$ cat config.mk
export PLATFORM = sky130hd
export DESIGN_NAME = axil_reg_slave_flat
export DESIGN_NICKNAME = d
export VERILOG_FILES = /design/src/rtl/axil_pkg.sv /design/src/rtl/axil_reg_slave_if.sv /design/src/rtl/axil_reg_slave.sv /design/src/flat_wrapper.sv
export SDC_FILE = /design/constraint.sdc
export NUM_CORES = 1
export LEC_CHECK = 0
export CAP_MARGIN = 15
export CORE_AREA = 2 2 268 270
export CTS_CLUSTER_DIAMETER = 60
export DETAILED_ROUTE_END_ITERATION = 10
export DIE_AREA = 0 0 270 272
export DONT_BUFFER_PORTS = 1
export HOLD_SLACK_MARGIN = 0.02
export SETUP_SLACK_MARGIN = 0.2
export SYNTH_ARGS = -nofsm -noshare
export SYNTH_HDL_FRONTEND = slang
export SYNTH_SLANG_ARGS = --single-unit
export TNS_END_PERCENT = 100
$ cat constraint.sdc
create_clock -name s_axil_aclk -period 4.4 [get_ports s_axil_aclk]
set_input_delay 0.66 -clock s_axil_aclk [delete_from_list [all_inputs] [get_ports s_axil_aclk]]
set_output_delay 0.66 -clock s_axil_aclk [all_outputs]
set_load 0.02 [all_outputs]
$ cat src/rtl/axil_pkg.sv
// Shared definitions for the AXI4-Lite register slave.
// Response codes, FSM state types and decode-width helper.
package axil_pkg;

  localparam logic [1:0] RESP_OKAY   = 2'b00;
  localparam logic [1:0] RESP_SLVERR = 2'b10;

  typedef enum logic {
    W_IDLE,
    W_RESP
  } wstate_t;

  typedef enum logic {
    R_IDLE,
    R_RESP
  } rstate_t;

  function automatic int reg_aw(int nctrl, int nstat);
    return $clog2(nctrl + nstat) + 2;
  endfunction

endpackage

$ cat src/rtl/axil_reg_slave_if.sv
// AXI4-Lite bus bundle with master/slave views.
// Data width is fixed at 32 bits.
interface axil_reg_slave_if #(
  parameter int ADDR_WIDTH = 32
);
  logic [ADDR_WIDTH-1:0] awaddr;
  logic [2:0]            awprot;
  logic                  awvalid;
  logic                  awready;
  logic [31:0]           wdata;
  logic [3:0]            wstrb;
  logic                  wvalid;
  logic                  wready;
  logic [1:0]            bresp;
  logic                  bvalid;
  logic                  bready;
  logic [ADDR_WIDTH-1:0] araddr;
  logic [2:0]            arprot;
  logic                  arvalid;
  logic                  arready;
  logic [31:0]           rdata;
  logic [1:0]            rresp;
  logic                  rvalid;
  logic                  rready;

  modport slave (
    input  awaddr, awprot, awvalid,
    output awready,
    input  wdata, wstrb, wvalid,
    output wready,
    output bresp, bvalid,
    input  bready,
    input  araddr, arprot, arvalid,
    output arready,
    output rdata, rresp, rvalid,
    input  rready
  );

  modport master (
    output awaddr, awprot, awvalid,
    input  awready,
    output wdata, wstrb, wvalid,
    input  wready,
    input  bresp, bvalid,
    output bready,
    output araddr, arprot, arvalid,
    input  arready,
    input  rdata, rresp, rvalid,
    output rready
  );

endinterface

$ cat src/rtl/axil_reg_slave.sv
// AXI4-Lite responder: RW control bank plus RO status bank.
// Independent single-outstanding write and read paths.
module axil_reg_slave
  import axil_pkg::*;
#(
  parameter int          ADDR_WIDTH = 32,
  parameter int          NUM_CTRL   = 8,
  parameter int          NUM_STAT   = 8,
  parameter logic [31:0] CTRL_RST   = '0
) (
  input  logic                  s_axil_aclk,
  input  logic                  s_axil_rst_n,
  axil_reg_slave_if.slave       s_axil,
  output logic [NUM_CTRL*32-1:0] ctrl_o,
  output logic [NUM_CTRL-1:0]   ctrl_wr_pulse,
  input  logic [NUM_STAT*32-1:0] stat_i,
  output logic [NUM_STAT-1:0]   stat_rd_pulse
);

  localparam int IW = reg_aw(NUM_CTRL, NUM_STAT) - 2;
  localparam int WW = ADDR_WIDTH - 2;
  localparam logic [WW-1:0] CTRL_END = WW'(NUM_CTRL);
  localparam logic [WW-1:0] REG_END  = WW'(NUM_CTRL + NUM_STAT);

  wstate_t w_state, w_state_n;
  logic aw_held, aw_held_n;
  logic w_held, w_held_n;
  logic [WW-1:0] awaddr_q, awaddr_n;
  logic [31:0] wdata_q, wdata_n;
  logic [3:0] wstrb_q, wstrb_n;
  logic awready, awready_n;
  logic wready, wready_n;
  logic bvalid, bvalid_n;
  logic [1:0] bresp, bresp_n;
  logic [31:0] ctrl_q [NUM_CTRL];
  logic [31:0] ctrl_n [NUM_CTRL];
  logic [NUM_CTRL-1:0] wr_pulse_n;

  rstate_t r_state, r_state_n;
  logic arready, arready_n;
  logic rvalid, rvalid_n;
  logic [1:0] rresp, rresp_n;
  logic [31:0] rdata, rdata_n;
  logic [NUM_STAT-1:0] rd_pulse_n;

  logic aw_hs, w_hs, ar_hs;
  logic [WW-1:0] wa_word, ra_word;
  logic [IW-1:0] wa_idx, ra_idx;
  logic in_ctrl, in_stat;
  logic unused_bits;

  assign unused_bits = ^{s_axil.awprot, s_axil.arprot,
                         s_axil.awaddr[1:0], s_axil.araddr[1:0]};

  assign aw_hs = awready & s_axil.awvalid;
  assign w_hs  = wready & s_axil.wvalid;
  assign ar_hs = arready & s_axil.arvalid;

  // Commit may coincide with either handshake, so decode the live value
  assign wa_word = aw_hs ? s_axil.awaddr[ADDR_WIDTH-1:2] : awaddr_q;
  assign wa_idx  = wa_word[IW-1:0];
  assign ra_word = s_axil.araddr[ADDR_WIDTH-1:2];
  assign ra_idx  = ra_word[IW-1:0];
  assign in_ctrl = ra_word < CTRL_END;
  assign in_stat = !in_ctrl && (ra_word < REG_END);

  always_comb begin
    w_state_n  = w_state;
    aw_held_n  = aw_held;
    w_held_n   = w_held;
    awaddr_n   = awaddr_q;
    wdata_n    = wdata_q;
    wstrb_n    = wstrb_q;
    awready_n  = awready;
    wready_n   = wready;
    bvalid_n   = bvalid;
    bresp_n    = bresp;
    ctrl_n     = ctrl_q;
    wr_pulse_n = '0;
    unique case (w_state)
      W_IDLE: begin
        if (aw_hs) begin
          aw_held_n = 1'b1;
          awaddr_n  = s_axil.awaddr[ADDR_WIDTH-1:2];
          awready_n = 1'b0;
        end else if (!aw_held) begin
          awready_n = 1'b1;
        end
        if (w_hs) begin
          w_held_n = 1'b1;
          wdata_n  = s_axil.wdata;
          wstrb_n  = s_axil.wstrb;
          wready_n = 1'b0;
        end else if (!w_held) begin
          wready_n = 1'b1;
        end
        if (aw_held_n && w_held_n) begin
          w_state_n = W_RESP;
          bvalid_n  = 1'b1;
          awready_n = 1'b0;
          wready_n  = 1'b0;
          if (wa_word < CTRL_END) begin
            bresp_n = RESP_OKAY;
            for (int i = 0; i < NUM_CTRL; i++) begin
              if (wa_idx == IW'(i)) begin
                wr_pulse_n[i] = 1'b1;
                for (int b = 0; b < 4; b++) begin
                  if (wstrb_n[b])
                    ctrl_n[i][8*b+:8] = wdata_n[8*b+:8];
                end
              end
            end
          end else begin
            bresp_n = RESP_SLVERR;
          end
        end
      end
      W_RESP: begin
        if (s_axil.bready) begin
          w_state_n = W_IDLE;
          bvalid_n  = 1'b0;
          aw_held_n = 1'b0;
          w_held_n  = 1'b0;
          awready_n = 1'b1;
          wready_n  = 1'b1;
        end
      end
    endcase
  end

  always_comb begin
    r_state_n  = r_state;
    arready_n  = arready;
    rvalid_n   = rvalid;
    rresp_n    = rresp;
    rdata_n    = rdata;
    rd_pulse_n = '0;
    unique case (r_state)
      R_IDLE: begin
        if (ar_hs) begin
          r_state_n = R_RESP;
          arready_n = 1'b0;
          rvalid_n  = 1'b1;
          rdata_n   = '0;
          unique case (1'b1)
            in_ctrl: begin
              rresp_n = RESP_OKAY;
              for (int i = 0; i < NUM_CTRL; i++) begin
                if (ra_idx == IW'(i))
                  rdata_n = ctrl_q[i];
              end
            end
            in_stat: begin
              rresp_n = RESP_OKAY;
              for (int j = 0; j < NUM_STAT; j++) begin
                if (ra_idx == IW'(NUM_CTRL + j)) begin
                  rdata_n       = stat_i[32*j+:32];
                  rd_pulse_n[j] = 1'b1;
                end
              end
            end
            default: rresp_n = RESP_SLVERR;
          endcase
        end else begin
          arready_n = 1'b1;
        end
      end
      R_RESP: begin
        if (s_axil.rready) begin
          r_state_n = R_IDLE;
          rvalid_n  = 1'b0;
          arready_n = 1'b1;
        end
      end
    endcase
  end

  always_ff @(posedge s_axil_aclk or negedge s_axil_rst_n) begin
    if (!s_axil_rst_n) begin
      w_state       <= W_IDLE;
      aw_held       <= 1'b0;
      w_held        <= 1'b0;
      awaddr_q      <= '0;
      wdata_q       <= '0;
      wstrb_q       <= '0;
      awready       <= 1'b0;
      wready        <= 1'b0;
      bvalid        <= 1'b0;
      bresp         <= RESP_OKAY;
      ctrl_q        <= '{default: CTRL_RST};
      ctrl_wr_pulse <= '0;
      r_state       <= R_IDLE;
      arready       <= 1'b0;
      rvalid        <= 1'b0;
      rresp         <= RESP_OKAY;
      rdata         <= '0;
      stat_rd_pulse <= '0;
    end else begin
      w_state       <= w_state_n;
      aw_held       <= aw_held_n;
      w_held        <= w_held_n;
      awaddr_q      <= awaddr_n;
      wdata_q       <= wdata_n;
      wstrb_q       <= wstrb_n;
      awready       <= awready_n;
      wready        <= wready_n;
      bvalid        <= bvalid_n;
      bresp         <= bresp_n;
      ctrl_q        <= ctrl_n;
      ctrl_wr_pulse <= wr_pulse_n;
      r_state       <= r_state_n;
      arready       <= arready_n;
      rvalid        <= rvalid_n;
      rresp         <= rresp_n;
      rdata         <= rdata_n;
      stat_rd_pulse <= rd_pulse_n;
    end
  end

  for (genvar g = 0; g < NUM_CTRL; g++) begin : g_ctrl
    assign ctrl_o[32*g+:32] = ctrl_q[g];
  end

  assign s_axil.awready = awready;
  assign s_axil.wready  = wready;
  assign s_axil.bvalid  = bvalid;
  assign s_axil.bresp   = bresp;
  assign s_axil.arready = arready;
  assign s_axil.rvalid  = rvalid;
  assign s_axil.rresp   = rresp;
  assign s_axil.rdata   = rdata;

endmodule

$ cat src/flat_wrapper.sv
// flat-port wrapper written by rule: the top's interface ports become plain ports
module axil_reg_slave_flat import axil_pkg::*;
#(
  parameter int          ADDR_WIDTH = 32,
  parameter int          NUM_CTRL   = 8,
  parameter int          NUM_STAT   = 8,
  parameter logic [31:0] CTRL_RST   = '0
)
  (s_axil_aclk, s_axil_rst_n, ctrl_o, ctrl_wr_pulse, stat_i, stat_rd_pulse, s_axil_awaddr, s_axil_awprot, s_axil_awvalid, s_axil_awready, s_axil_wdata, s_axil_wstrb, s_axil_wvalid, s_axil_wready, s_axil_bresp, s_axil_bvalid, s_axil_bready, s_axil_araddr, s_axil_arprot, s_axil_arvalid, s_axil_arready, s_axil_rdata, s_axil_rresp, s_axil_rvalid, s_axil_rready);
  axil_reg_slave_if #(.ADDR_WIDTH(ADDR_WIDTH)) s_axil_i ();
  input  logic s_axil_aclk;
  input  logic s_axil_rst_n;
  output logic [NUM_CTRL*32-1:0] ctrl_o;
  output logic [NUM_CTRL-1:0] ctrl_wr_pulse;
  input  logic [NUM_STAT*32-1:0] stat_i;
  output logic [NUM_STAT-1:0] stat_rd_pulse;
  input wire logic [$bits(s_axil_i.awaddr)-1:0] s_axil_awaddr;
  input wire logic [$bits(s_axil_i.awprot)-1:0] s_axil_awprot;
  input wire logic [$bits(s_axil_i.awvalid)-1:0] s_axil_awvalid;
  output wire logic [$bits(s_axil_i.awready)-1:0] s_axil_awready;
  input wire logic [$bits(s_axil_i.wdata)-1:0] s_axil_wdata;
  input wire logic [$bits(s_axil_i.wstrb)-1:0] s_axil_wstrb;
  input wire logic [$bits(s_axil_i.wvalid)-1:0] s_axil_wvalid;
  output wire logic [$bits(s_axil_i.wready)-1:0] s_axil_wready;
  output wire logic [$bits(s_axil_i.bresp)-1:0] s_axil_bresp;
  output wire logic [$bits(s_axil_i.bvalid)-1:0] s_axil_bvalid;
  input wire logic [$bits(s_axil_i.bready)-1:0] s_axil_bready;
  input wire logic [$bits(s_axil_i.araddr)-1:0] s_axil_araddr;
  input wire logic [$bits(s_axil_i.arprot)-1:0] s_axil_arprot;
  input wire logic [$bits(s_axil_i.arvalid)-1:0] s_axil_arvalid;
  output wire logic [$bits(s_axil_i.arready)-1:0] s_axil_arready;
  output wire logic [$bits(s_axil_i.rdata)-1:0] s_axil_rdata;
  output wire logic [$bits(s_axil_i.rresp)-1:0] s_axil_rresp;
  output wire logic [$bits(s_axil_i.rvalid)-1:0] s_axil_rvalid;
  input wire logic [$bits(s_axil_i.rready)-1:0] s_axil_rready;
  assign s_axil_i.awaddr = s_axil_awaddr;
  assign s_axil_i.awprot = s_axil_awprot;
  assign s_axil_i.awvalid = s_axil_awvalid;
  assign s_axil_awready = s_axil_i.awready;
  assign s_axil_i.wdata = s_axil_wdata;
  assign s_axil_i.wstrb = s_axil_wstrb;
  assign s_axil_i.wvalid = s_axil_wvalid;
  assign s_axil_wready = s_axil_i.wready;
  assign s_axil_bresp = s_axil_i.bresp;
  assign s_axil_bvalid = s_axil_i.bvalid;
  assign s_axil_i.bready = s_axil_bready;
  assign s_axil_i.araddr = s_axil_araddr;
  assign s_axil_i.arprot = s_axil_arprot;
  assign s_axil_i.arvalid = s_axil_arvalid;
  assign s_axil_arready = s_axil_i.arready;
  assign s_axil_rdata = s_axil_i.rdata;
  assign s_axil_rresp = s_axil_i.rresp;
  assign s_axil_rvalid = s_axil_i.rvalid;
  assign s_axil_i.rready = s_axil_rready;
  axil_reg_slave #(.ADDR_WIDTH(ADDR_WIDTH), .NUM_CTRL(NUM_CTRL), .NUM_STAT(NUM_STAT), .CTRL_RST(CTRL_RST)) u_core (.s_axil_aclk(s_axil_aclk), .s_axil_rst_n(s_axil_rst_n), .s_axil(s_axil_i), .ctrl_o(ctrl_o), .ctrl_wr_pulse(ctrl_wr_pulse), .stat_i(stat_i), .stat_rd_pulse(stat_rd_pulse));
endmodule
==> out/summary.txt <==
Critical path startpoint category: flip-flop
Final worst path period share: 76.6%
EDFF count, synth: 0
Placement Rows: 98
Cell Area, Synth: 19600 sq um
Yosys top cell area share: 48.6%
TNS Setup: 0 ns
Post-CTS setup buffer count: 0
Via count: 14600
Starting density of the core: 27.7%
Synth async-reset ratio: 100%
CTS tree: yes
First-pass GRT wire length: 125000 um
Clock Skew: 0.0218 ns
Num CTS Buffers: 52
Worst-path clk slew: 0.06 ns
Syn Inst Count: 1495
CP Capture Type: flip-flop
Slack of the critical path: 1.03 ns
Final Util: 31.7%
Status: finished with violations
Top-count cell post-synth: dfrtp_1
Clock sink count: 381
Synth area leaders: dfrtp_1 (49%), mux2_2 (20%), mux4_2 (5.1%)
Post-synthesis sequential area ratio: 48.6%
Routability congestion estimate: 0.950
Die Y: 272 um
Clock buffer depth: 3
Worst-margin pin slew: 1.13 ns
Synth Register Bits: 381
Normalized max-slew margin: 24.5%
Gr ovfl total: 0
Fin Hold WS: -0.218 ns
Setup Viol. Count Final: 0
Worst-Skew Late Latency: 0.60 ns
Routed WL per cell: 37.3 um
Failing checks: hold timing
Worst path arrival time: 3.84 ns
CTS root buffer: clkbuf_16
Final Instance Area: 22400 sq um
Synth unique cells: 66
Htree depth: 2
DIE AREA: 73400 sq um
Share of layout cells above drive strength 1: 37.0%
Post-synth top cells: dfrtp_1 (381), mux2_2 (351), o21ai_0 (61), clkbuf_1 (59), a21oi_1 (57)
Post-synth top flop: dfrtp_1
PD cells: 480 nW/um^2
Leak pwr: 10.0 nW
DRT Wirelength: 92900 um
Post-place instance area: 20700 sq um
Avg Inst Size Synth: 13.1 sq um
Reg-to-reg startpoint: u_core.s_axil.awready
# DRC: 0
Core area: 70800 sq um
Number of antenna violations at the first check in global routing: 47
I/O pin total: 682
Max-cap violations: 0
Largest net degree at the start of global routing: 382
Post-DP HPWL: 70200 um
Synthesis Warnings: 0
Pwr Total: 10.8 mW
Reg2Reg Depth: 7
Cells after DPL: 2375
Non-filler cells, final: 2494
Pre-antenna DRT Iters: 6
Fmax: 297 MHz
Critical Path Source: u_core.s_axil.awready
Place WS: 0.887 ns
RSZ-0062 raised after global routing: false
Final Critical Period: 3.37 ns
Global-route usage over all layers: 24.4%
P&R area growth vs syn: 14.3%
Worst setup endpoint: u_core.ctrl_o[250]
Final #Nets: 1848
Crit path max fanout: 8
Worst hold path type: input port to async pin
Max-slew violation count: 0
Leading area contributor after synthesis: dfrtp_1
Initial drt markers: 1262
Port-buffer cells: 0
Max VDD drop: 0.349 mV
Vias per Instance: 5.85
Worst Path Required: 4.86 ns
Die W: 270 um
Antenna Nets Post-Route: 0
Vias in the first global route: 14400
WS Path Type: flip-flop to flip-flop
Flop2flop setup slack: 1.03 ns
Worst r2r dst: u_core.ctrl_o[250]
Hold Fails Final Rpt: 381
area by class of cell:
| class | count | area [sq um] |
|---|---|---|
| fillers | 7048 | 48300 |
| multi-input cells | 1008 | 9670 |
| flip-flops and latches | 381 | 9530 |
| clock buffers | 65 | 1410 |
| well taps | 950 | 1190 |
| clock inverters | 29 | 298 |
| repair buffers | 28 | 235 |
| diodes | 25 | 62.6 |
| inverters | 8 | 30.0 |
worst min path at each step:
| stage | start | endpoint | slack, ns | cells past startpoint |
|---|---|---|---|---|
| final | s_axil_rst_n | u_core.ctrl_o[146] | -0.22 | 0 |
| after global routing | s_axil_rst_n | u_core.ctrl_o[210] | -0.26 | 0 |
| after CTS | s_axil_rst_n | u_core.ctrl_o[10] | -0.27 | 0 |
| after detailed placement | s_axil_rst_n | u_core.ctrl_o[107] | 0.38 | 0 |
| after global placement | s_axil_rst_n | u_core.ctrl_o[107] | 0.38 | 0 |
| after floorplan | s_axil_rst_n | u_core.aw_held | 0.36 | 0 |
metal layers:
| layer | track usage [%] | wire, um | vias to the layer above |
|---|---|---|---|
| met5 | 0 | 62 | - |
| met4 | 9.40 | 3940 | 10 |
| met3 | 8.93 | 9520 | 216 |
| met2 | 41.8 | 45600 | 895 |
| met1 | 27.7 | 33800 | 7614 |
| li1 | - | - | 5855 |
registers in the layout, indices dropped and copies added, names as in the netlist, 4 cells and up:
name	flops
u_core.wdata_q	32
u_core.wstrb_q	4
u_core.ctrl_o	256
u_core.awaddr_q	30
u_core.ctrl_wr_pulse	8
u_core.stat_rd_pulse	8
u_core.s_axil.rdata	32
power by group:
| part | switching [mW] | internal [mW] | total (mW) |
|---|---|---|---|
| Clock | 1.73 | 2.48 | 4.21 |
| Sequential | 0.467 | 3.96 | 4.42 |
| Combinational | 1.31 | 0.824 | 2.13 |
| Total | 3.50 | 7.26 | 10.8 |
cells by family (layout without fill, tap and decap cells):
| group | Yosys count | after routing | share of synthesized area, % |
|---|---|---|---|
| flip-flops | 381 | 381 | 48.6 |
| buffers and inverters | 107 | 130 | 2.39 |
| multiplexers | 479 | 479 | 29.7 |
| other | 1 | 27 | 0.0191 |
| AO/OA/AOI/OAI | 301 | 301 | 10.7 |
| AND/OR/NAND/NOR | 226 | 226 | 8.62 |
worst max-delay path, stage by stage, from the launching register on:
cell	delay, ns
dfrtp_1	0.56
nand2_1	0.28
or3_1	0.47
o32ai_4	0.63
buf_4	0.35
buf_4	0.25
nand4_4	0.28
mux2_1	0.42
cells in the final DEF, fill, tap and decap left out, types with 4 or more instances in the layout:
cell / synthesis / final
nor3_1: 14 / 14
nor3b_1: 5 / 4
clkinv_2: 0 / 6
nand4_1: 4 / 4
o21ai_0: 61 / 60
inv_1: 8 / 8
a22oi_1: 11 / 11
nor4_1: 26 / 25
nand2b_1: 7 / 7
nand2_1: 49 / 48
clkbuf_1: 59 / 8
a221oi_1: 13 / 13
mux4_2: 44 / 44
a21oi_1: 57 / 57
o211ai_1: 21 / 21
clkbuf_8: 0 / 4
a31oi_1: 21 / 21
a311o_1: 17 / 17
mux2_1: 36 / 36
clkinvlp_4: 0 / 4
nor2_1: 27 / 25
nor2b_1: 29 / 26
o22ai_1: 22 / 22
mux2_2: 351 / 351
mux2i_1: 48 / 48
dfrtp_1: 381 / 381
nand4_4: 30 / 30
a211oi_1: 22 / 22
a32oi_1: 5 / 5
inv_6: 0 / 10
a22o_1: 5 / 5
diode_2: 0 / 25
nand3_1: 9 / 9
clkbuf_16: 0 / 53
a222oi_1: 19 / 19
nor2_2: 3 / 5
buf_4: 2 / 26
repair_timing:
item,4_1_cts,5_1_grt
hold endpoints to repair,381,381
resized for setup,0,0
endpoints found under the setup margin,0,0
Note: power is estimated with default switching activity, not from simulation.
